===== config.mk =====
export PLATFORM = sky130hd
export DESIGN_NAME = aes_cipher_drain_flat
export DESIGN_NICKNAME = d
export VERILOG_FILES = /design/src/rtl/aes_cipher_drain_if.sv /design/src/rtl/aes_cipher_drain.sv /design/src/flat_wrapper.sv
export SDC_FILE = /design/constraint.sdc
export NUM_CORES = 1
export LEC_CHECK = 0
export ABC_AREA = 1
export CORE_ASPECT_RATIO = 1.1
export CORE_MARGIN = 5
export CORE_UTILIZATION = 25
export DETAILED_ROUTE_END_ITERATION = 7
export PLACE_DENSITY = 0.46
export SLEW_MARGIN = 10
export SYNTH_ARGS = -nofsm -noshare
export SYNTH_HDL_FRONTEND = slang
export SYNTH_SLANG_ARGS = --single-unit
export TNS_END_PERCENT = 50

===== constraint.sdc =====
create_clock -name clk -period 23.8 [get_ports clk]
set_clock_uncertainty 0.15 [all_clocks]
set_input_delay 3.57 -clock clk [delete_from_list [all_inputs] [get_ports clk]]
set_output_delay 3.57 -clock clk [all_outputs]
set_load 0.01 [all_outputs]

===== src/rtl/aes_cipher_drain_if.sv =====
// Word stream from the AES drain stage to a back-pressured consumer.
// Master drives valid/data/last; slave returns ready.
interface aes_cipher_drain_if #(
  parameter int WORD_W = 32
);
  logic              word_valid_out;
  logic              word_ready_in;
  logic [WORD_W-1:0] word_out;
  logic              word_last_out;

  modport master (
    output word_valid_out,
    output word_out,
    output word_last_out,
    input  word_ready_in
  );

  modport slave (
    input  word_valid_out,
    input  word_out,
    input  word_last_out,
    output word_ready_in
  );
endinterface


===== src/rtl/aes_cipher_drain.sv =====
// Buffers AES ciphertext blocks captured on ready_in rising edges and streams them MS word first.
// Optional macro AES_DRAIN_BYTESWAP_EN: byte-reverse each output word (little-endian bus).
module aes_cipher_drain #(
  parameter int WORD_W = 32,
  parameter int DEPTH  = 2
) (
  input  logic                 clk,
  input  logic                 rst,
  input  logic                 ready_in,
  input  logic [127:0]         cipher_in,
  aes_cipher_drain_if.master   word_if,
  output logic                 full_out,
  output logic                 ovf_out
);
  localparam int NW = 128 / WORD_W;
  localparam int PW = $clog2(DEPTH);
  localparam int CW = PW + 1;
  localparam int IW = $clog2(NW);

  logic              ready_q;
  logic [PW-1:0]     wr_ptr_q, wr_ptr_d;
  logic [PW-1:0]     rd_ptr_q, rd_ptr_d;
  logic [CW-1:0]     count_q, count_d;
  logic [IW-1:0]     idx_q, idx_d;
  logic [WORD_W-1:0] word_q, word_d;
  logic              ovf_q, ovf_d;
  logic [127:0]      mem_q [DEPTH];

  logic              capture, full, valid, xfer, pop, accept;
  logic [127:0]      head_blk;
  logic [WORD_W-1:0] slice [NW];
  logic [WORD_W-1:0] word_sel, word_fmt;

  assign capture = ready_in & ~ready_q;
  assign full    = (count_q == CW'(DEPTH));
  assign valid   = (count_q != '0);
  assign xfer    = valid & word_if.word_ready_in;
  assign pop     = xfer & (idx_q == IW'(NW - 1));
  // A last-word pop frees a slot in the same cycle, so a capture while full is still accepted.
  assign accept  = capture & (~full | pop);

  assign wr_ptr_d = accept ? wr_ptr_q + PW'(1) : wr_ptr_q;
  assign rd_ptr_d = pop    ? rd_ptr_q + PW'(1) : rd_ptr_q;
  assign count_d  = count_q + CW'(accept) - CW'(pop);
  assign ovf_d    = ovf_q | (capture & full & ~pop);

  always_comb begin
    idx_d = idx_q;
    if (pop) begin
      idx_d = '0;
    end else if (xfer) begin
      idx_d = idx_q + IW'(1);
    end
  end

  // The next head may be the block being written this very edge (queue empty, or count==1 with pop).
  assign head_blk = (accept && (rd_ptr_d == wr_ptr_q)) ? cipher_in : mem_q[rd_ptr_d];

  genvar gi;
  generate
    for (gi = 0; gi < NW; gi++) begin : g_slice
      assign slice[gi] = head_blk[127 - WORD_W*gi -: WORD_W];
    end
  endgenerate

  assign word_sel = slice[idx_d];

`ifdef AES_DRAIN_BYTESWAP_EN
  generate
    for (gi = 0; gi < WORD_W/8; gi++) begin : g_swap
      assign word_fmt[8*gi +: 8] = word_sel[WORD_W-8-8*gi +: 8];
    end
  endgenerate
`else
  assign word_fmt = word_sel;
`endif

  assign word_d = (count_d != '0) ? word_fmt : '0;

  always_ff @(posedge clk) begin
    if (accept) begin
      mem_q[wr_ptr_q] <= cipher_in;
    end
  end

  always_ff @(posedge clk or negedge rst) begin
    if (!rst) begin
      ready_q  <= 1'b0;
      wr_ptr_q <= '0;
      rd_ptr_q <= '0;
      count_q  <= '0;
      idx_q    <= '0;
      word_q   <= '0;
      ovf_q    <= 1'b0;
    end else begin
      ready_q  <= ready_in;
      wr_ptr_q <= wr_ptr_d;
      rd_ptr_q <= rd_ptr_d;
      count_q  <= count_d;
      idx_q    <= idx_d;
      word_q   <= word_d;
      ovf_q    <= ovf_d;
    end
  end

  assign word_if.word_valid_out = valid;
  assign word_if.word_out       = word_q;
  assign word_if.word_last_out  = valid & (idx_q == IW'(NW - 1));
  assign full_out               = full;
  assign ovf_out                = ovf_q;
endmodule


===== src/flat_wrapper.sv =====
// flat-port wrapper written by rule: the top's interface ports become plain ports
module aes_cipher_drain_flat 
#(
  parameter int WORD_W = 32,
  parameter int DEPTH  = 2
)
  (clk, rst, ready_in, cipher_in, full_out, ovf_out, word_if_word_valid_out, word_if_word_out, word_if_word_last_out, word_if_word_ready_in);
  aes_cipher_drain_if #(.WORD_W(WORD_W)) word_if_i ();
  input  logic clk;
  input  logic rst;
  input  logic ready_in;
  input  logic [127:0] cipher_in;
  output logic full_out;
  output logic ovf_out;
  output wire logic [$bits(word_if_i.word_valid_out)-1:0] word_if_word_valid_out;
  output wire logic [$bits(word_if_i.word_out)-1:0] word_if_word_out;
  output wire logic [$bits(word_if_i.word_last_out)-1:0] word_if_word_last_out;
  input wire logic [$bits(word_if_i.word_ready_in)-1:0] word_if_word_ready_in;
  assign word_if_word_valid_out = word_if_i.word_valid_out;
  assign word_if_word_out = word_if_i.word_out;
  assign word_if_word_last_out = word_if_i.word_last_out;
  assign word_if_i.word_ready_in = word_if_word_ready_in;
  aes_cipher_drain #(.WORD_W(WORD_W), .DEPTH(DEPTH)) u_core (.clk(clk), .rst(rst), .ready_in(ready_in), .cipher_in(cipher_in), .word_if(word_if_i), .full_out(full_out), .ovf_out(ovf_out));
endmodule

* Yosys cells after proc, flatten, opt, wreduce, memory -nomap -nowiden
Memories as Yosys holds them, arrays and structs flattened.
Index checks and enable logic that the tools add are counted.
W data, S select, Z words.
** Word-level totals
- Flip-flop bits (word level) :: 40
- Memory bits (writable) :: 256
- Input port bits :: 132
- Output and inout bits :: 36
- Word-level logic and storage cells :: 43
- Memories :: 1
** Memory list
- u_core.mem_q :: depth 2, bits a word 128, rd ports 1, clocked after memory_dff 0, write ports 1, RTL line aes_cipher_drain.sv:27 : logic [127:0] mem_q [DEPTH];
** Operators by class
- Add/sub/neg operators :: 5
- Magnitude comparators :: 1
- Equality and inequality tests :: 3
- Muxes and demuxes :: 10
- Bitwise logic cells :: 13
- Reduce and logical (&&, ||, !) cells :: 3
** Operator list (number)
- $mux W128 :: 1
- $mux W32 :: 3
- $bmux W32 S2 :: 1
- $and A1 B1 Y1 :: 7
- $eq A2 B2 Y1 const B :: 2
- $mux W2 :: 2
- $reduce_bool A2 Y1 :: 2
- $ge A3 B3 Y1 const B :: 1
- $mux W1 :: 3
- $not A1 Y1 :: 3
- $not A2 Y3 :: 1
- $add A1 B1 Y1 const B :: 2
- $add A2 B1 Y2 :: 1
- $add A2 B1 Y2 const B :: 1
- $or A1 B1 Y1 :: 2
- $sub A2 B1 Y2 :: 1
- $eq A1 B1 Y1 :: 1
- $logic_and A1 B1 Y1 :: 1

* Logic depth before layout (Yosys ltp)
- Depth after elaboration :: 11
- Mapped depth :: 14
- Mapped depth without buffers :: 12

* Worst setup path before layout
No wires, ideal clock.
- Path type :: input to register
- From :: input port word_if_word_ready_in
- To :: memory u_core.mem_q[1][0], enable pin
- Setup time :: 0.618 ns
- Arrival time :: 9.653 ns
- Required time :: 23.032 ns
- Setup slack :: 13.379 ns
- Cell stages on the path :: 5
- Buffers on the path :: 1
- Path through :: nand3_4 a21oi_4 clkbuf_1 inv_1 nor2_1
** Between the ends
- Word-level cells in the longest chain between the ends :: 6
** Ends and longest elaborated chain
- start: declaration :: RTL line flat_wrapper.sv:18 : input wire logic [$bits(word_if_i.word_ready_in)-1:0] word_if_word_ready_in;
- $and A1 B1 Y1 :: RTL line aes_cipher_drain.sv:37 : assign xfer = valid & word_if.word_ready_in;
- $and A1 B1 Y1 :: RTL line aes_cipher_drain.sv:38 : assign pop = xfer & (idx_q == IW'(NW - 1));
- $or A1 B1 Y1 :: RTL line aes_cipher_drain.sv:40 : assign accept = capture & (~full | pop);
- $and A1 B1 Y1 :: RTL line aes_cipher_drain.sv:40
- net u_core.accept :: RTL line aes_cipher_drain.sv:29 : logic capture, full, valid, xfer, pop, accept;
- $mux W1 :: RTL line aes_cipher_drain.sv:81 : if (accept) begin
- $mux W1 (not written as such) :: RTL line aes_cipher_drain.sv:82 : mem_q[wr_ptr_q] <= cipher_in;
- end: declaration :: RTL line aes_cipher_drain.sv:27
The timed path passes the listed nets, and every way through them passes these cells.

* Worst setup path after layout
- From :: input port word_if_word_ready_in
- To :: register u_core.word_q[16], in the netlist u_core.word_if.word_out[16]
** Between the ends
- Word-level cells in the longest chain between the ends :: 10
- Elaborated cells on any way between the ends :: 19
- Classes of those cells :: 2 x add/sub; 1 x eq/ne; 8 x mux; 5 x bitwise; 2 x reduce/logical; 1 x memory
** Ends and longest elaborated chain
- $and A1 B1 Y1 * :: RTL line aes_cipher_drain.sv:37
- parallel branches: the longest is 8 deep, another holds $add A2 B1 Y2
- $mux W32 * :: RTL line aes_cipher_drain.sv:78 : assign word_d = (count_d != '0) ? word_fmt : '0;
- net u_core.word_d[16] :: RTL line aes_cipher_drain.sv:25 : logic [WORD_W-1:0] word_q, word_d;
- end signal: assignment :: RTL line aes_cipher_drain.sv:101 : word_q <= word_d;
- end: declaration :: RTL line aes_cipher_drain.sv:25
Mark *: on every way through the listed nets, which the timed path passes. The select of a mux whose other input is x is not followed.
A chain may end at the register's enable or synchronous reset.

==> impl_results.rst <==
.. list-table::
   :header-rows: 1

   * - Metric
     - Value
   * - Placeable Area
     - between 50,000 and 60,000 sq um
   * - Net count after synthesis
     - around 1,600
   * - Die outline area
     - 60,100 sq um
   * - Post-CTS setup-driven buffer insertion count
     - 0
   * - Element type at the critical path end
     - flip-flop
   * - Maximum number of pins on one net before global-route repair
     - 100
   * - Maximum buffer depth of the clock tree
     - 3
   * - Antenna violations before repair
     - 6
   * - Worst-case setup slack after placement
     - about 16 ns
   * - Area contributors post-synth
     - sky130_fd_sc_hd__edfxtp_1 (56%), sky130_fd_sc_hd__nand2_1 (16%), sky130_fd_sc_hd__dfrtp_1 (7.2%), sky130_fd_sc_hd__inv_1 (4.6%), sky130_fd_sc_hd__nand3_1 (3.5%)
   * - Final Hold Violating Endpoints
     - 0
   * - Crit Path Category
     - in -> reg
   * - Drt first pass iters
     - 5
   * - Power per cell area
     - between 100 and 150 nW/um^2
   * - Total DRC errors in the routed layout
     - 0
   * - Initial cell density of the core
     - ~25%
   * - Die Y
     - about 260 um
   * - Library cell with the largest summed area after synthesis
     - sky130_fd_sc_hd__edfxtp_1
   * - Vias
     - between 9,000 and 10,000
   * - Buffers added on ports
     - 167
   * - Combined global-route utilization of all metal layers
     - 13.3%
   * - Hold-fix buffers, CTS
     - 0
   * - Post-CTS clock slew at the launch and capture registers of the worst setup and hold paths
     - about 0.060 ns
   * - Slew margin rel.
     - between 20 and 30%
   * - Proportion of synthesized chip area in sequential cells
     - approximately 63%
   * - Tightest Pin Transition
     - approximately 1.1 ns
   * - Resized Gates After CTS
     - 0
   * - CP max FO
     - 99
   * - Via count of the first global-routing pass
     - 9,485
   * - Clock tree root buffer cell
     - sky130_fd_sc_hd__clkbuf_16
   * - Number of enable-type register cells in the synthesized netlist
     - between 200 and 300
   * - Final worst path period share
     - 30.0%
   * - Ports
     - between 150 and 200
   * - Clock net sink count
     - between 200 and 300
   * - Area of the mapped netlist
     - approximately 14,000 sq um
   * - Die width
     - about 230 um
   * - Synthesis-to-layout area growth
     - 24.8%
   * - CP top delay family
     - simple AND/OR/NAND/NOR gates
   * - Layout cell share with drive strength beyond 1
     - under 10%
   * - Grt ovf
     - 0
   * - Worst-skew pair later-pin latency
     - about 0.51 ns
   * - Wire length of the first global-routing pass
     - 61,600 um
   * - TritonCTS clock tree
     - yes
   * - Number of placement rows
     - 90
   * - Sort of element at the start of the critical path
     - primary input
   * - Slowest stage cell, crit path
     - sky130_fd_sc_hd__buf_4
   * - Outcome
     - completed
   * - HPWL after DPL
     - roughly 25,000 um
   * - Non-filler cells in the finished layout
     - 2,371
   * - Final TNS setup
     - 0 ns
   * - Number of DRC violations after detailed-routing iteration 0
     - about 760
   * - Peak supply drop
     - 101 uV
   * - Post-synthesis instance total
     - 1,475
   * - Post-Route Hold Slack
     - roughly 0.33 ns
   * - Required time worst endpoint
     - ~24 ns
   * - Unique cell type count in the Yosys netlist
     - 27
   * - #FFs+latches synth
     - just under 300
   * - Setup repair after global routing missed its margin
     - false
   * - Ys flop type
     - sky130_fd_sc_hd__edfxtp_1
   * - WL final
     - between 40,000 and 50,000 um
   * - Class of the most critical hold timing path
     - reg -> reg
   * - Number of warnings reported in the yosys synthesis log
     - 0
   * - Crit path time final
     - 7.15 ns
   * - Worst endpoint data arrival time
     - around 7.4 ns
   * - Static leakage power
     - between 7 and 8 nW
   * - Cells along the critical path
     - clkdlybuf4s50_1 > nand3_4 > nand2_4 > nand2_8 > nand2_1 > nand3_4 > buf_4 > nand3_1 > nand2_1 > nand2_1 > a21oi_1
   * - Number of buffers and inverters on the critical path
     - 2
   * - Top-area cell type share of the netlist area
     - between 50% and 60%
   * - Worst Slack Setup Final
     - between 15 and 20 ns
   * - Share of flip-flops with an asynchronous set or reset
     - 13.5%
   * - Slack of the worst reg-to-reg path
     - 19.53 ns
   * - Total of endpoints with negative setup slack in the final report
     - 0
   * - Maximum clock rate
     - 0.140 GHz
   * - CP dominant cell by count
     - sky130_fd_sc_hd__nand2_1
   * - Syn Area/Cell
     - 9.37 sq um
   * - Net count, final
     - around 1,700
   * - Final antenna-violating net count
     - 0
   * - Placer Congestion
     - 0.801
   * - CTS Buf Count
     - 34
   * - Cells after DPL
     - 2,308
   * - Via density per instance
     - roughly 4.2
   * - Most frequently used cell type in the post-synthesis netlist
     - sky130_fd_sc_hd__nand2_1
   * - H-Tree Level Count
     - 2
   * - Commonest cells in the synthesized netlist
     - sky130_fd_sc_hd__nand2_1 (577), sky130_fd_sc_hd__edfxtp_1 (256), sky130_fd_sc_hd__inv_1 (168), sky130_fd_sc_hd__nor2_1 (105), sky130_fd_sc_hd__nand3_1 (98)
   * - Max-Cap Viols
     - 0
   * - Delay contributed by the slowest stage of the critical path
     - 0.82 ns
   * - Final core occ
     - 31.5%
   * - Routed length per placed instance
     - ~17 um
   * - Max-slew violations
     - 0
   * - # fillers
     - about 5,600
cell type report:
type / instances / area [sq um] / area share [%]
flip-flops and latches: 296 / 8690 / 50.4
multi-input cells: 924 / 4150 / 24.1
repair buffers: 181 / 1770 / 10.3
clock buffers: 54 / 1010 / 5.84
well taps: 736 / 921 / 5.34
inverters: 171 / 644 / 3.74
clock inverters: 7 / 61.3 / 0.355
diodes: 2 / 5.00 / 0.0290
cell usage in the layout, fill, tap and decap left out, types with 3 or more instances in the layout:
cell and n:
sky130_fd_sc_hd__nor2_1 102, sky130_fd_sc_hd__nand2_1 577, sky130_fd_sc_hd__ha_1 3, sky130_fd_sc_hd__o21ai_0 4, sky130_fd_sc_hd__clkbuf_1 13, sky130_fd_sc_hd__dfrtp_1 40, sky130_fd_sc_hd__nand3b_1 44, sky130_fd_sc_hd__inv_2 3
sky130_fd_sc_hd__inv_1 167, sky130_fd_sc_hd__edfxtp_1 256, sky130_fd_sc_hd__o211ai_1 47, sky130_fd_sc_hd__clkinv_2 3, sky130_fd_sc_hd__clkbuf_16 35, sky130_fd_sc_hd__clkdlybuf4s50_1 166, sky130_fd_sc_hd__nand3_1 98, sky130_fd_sc_hd__clkbuf_8 6
sky130_fd_sc_hd__a21oi_1 33, sky130_fd_sc_hd__buf_4 14
kinds of logic after synthesis:
group,count (synthesis),share of synthesized area [%]
AOI/OAI and AO/OA,88,4.17
buffers and inverters,255,7.52
adders and majority gates,3,0.272
xor gates and xnor gates,2,0.127
and+or+nand+nor,831,25.0
DFF,296,62.9
worst paths after layout:
path / from / end / cells after the start
worst max-delay path: word_if_word_ready_in / u_core.word_if.word_out[16] / 11
worst min-delay path: u_core.ovf_out / u_core.ovf_out / 1
worst max register to register: u_core.idx_q[1] / u_core.word_if.word_out[16] / 11
worst min register to register: u_core.ovf_out / u_core.ovf_out / 1
max in group asynchronous: rst / u_core.word_if.word_out[10] / 2
min in group asynchronous: rst / u_core.word_if.word_out[11] / 2
sequential cells by signal, summed over array words and instances (netlist names):
signal / count
u_core.word_if.word_out: 32
u_core.wr_ptr_q: 1
u_core.ready_q: 1
u_core.rd_ptr_q: 1
u_core.ovf_out: 1
u_core.count_q: 2
u_core.mem_q: 256
u_core.idx_q: 2
report_power, final:
part	switching (mW)	leakage (nW)	internal (mW)
Combinational	0.654	3.93	0.305
Sequential	0.0342	2.82	0.666
Clock	0.203	0.523	0.301
through the flow:
stage / area (sq um) / power, mW
2_1_floorplan: 13800 / 1.35
4_1_cts: 17200 / 2.20
5_1_grt: 17200 / 2.33
3_5_place_dp: 16200 / 1.69
6_report: 17300 / 2.16
3_3_place_gp: 16200 / 1.69
worst reg2reg max path, cell delays in order (launching register included):
cell,delay (ns)
sky130_fd_sc_hd__dfrtp_1,0.42
sky130_fd_sc_hd__ha_1,0.29
sky130_fd_sc_hd__nand3_4,0.15
sky130_fd_sc_hd__nand2_4,0.46
sky130_fd_sc_hd__nand2_8,0.75
sky130_fd_sc_hd__nand2_1,0.22
sky130_fd_sc_hd__nand3_4,0.31
sky130_fd_sc_hd__buf_4,0.83
sky130_fd_sc_hd__nand3_1,0.29
sky130_fd_sc_hd__nand2_1,0.10
sky130_fd_sc_hd__nand2_1,0.06
sky130_fd_sc_hd__a21oi_1,0.16
layer usage:
metal  GRT usage (%)  vias up  wire, um
li1                -     5031         -
met2            20.7      211     18800
met1            19.0     4679     19400
met3            2.95       48      2170
met4            3.15        8       752
met5               0        -        48
Power figures use the tool's default switching activity.
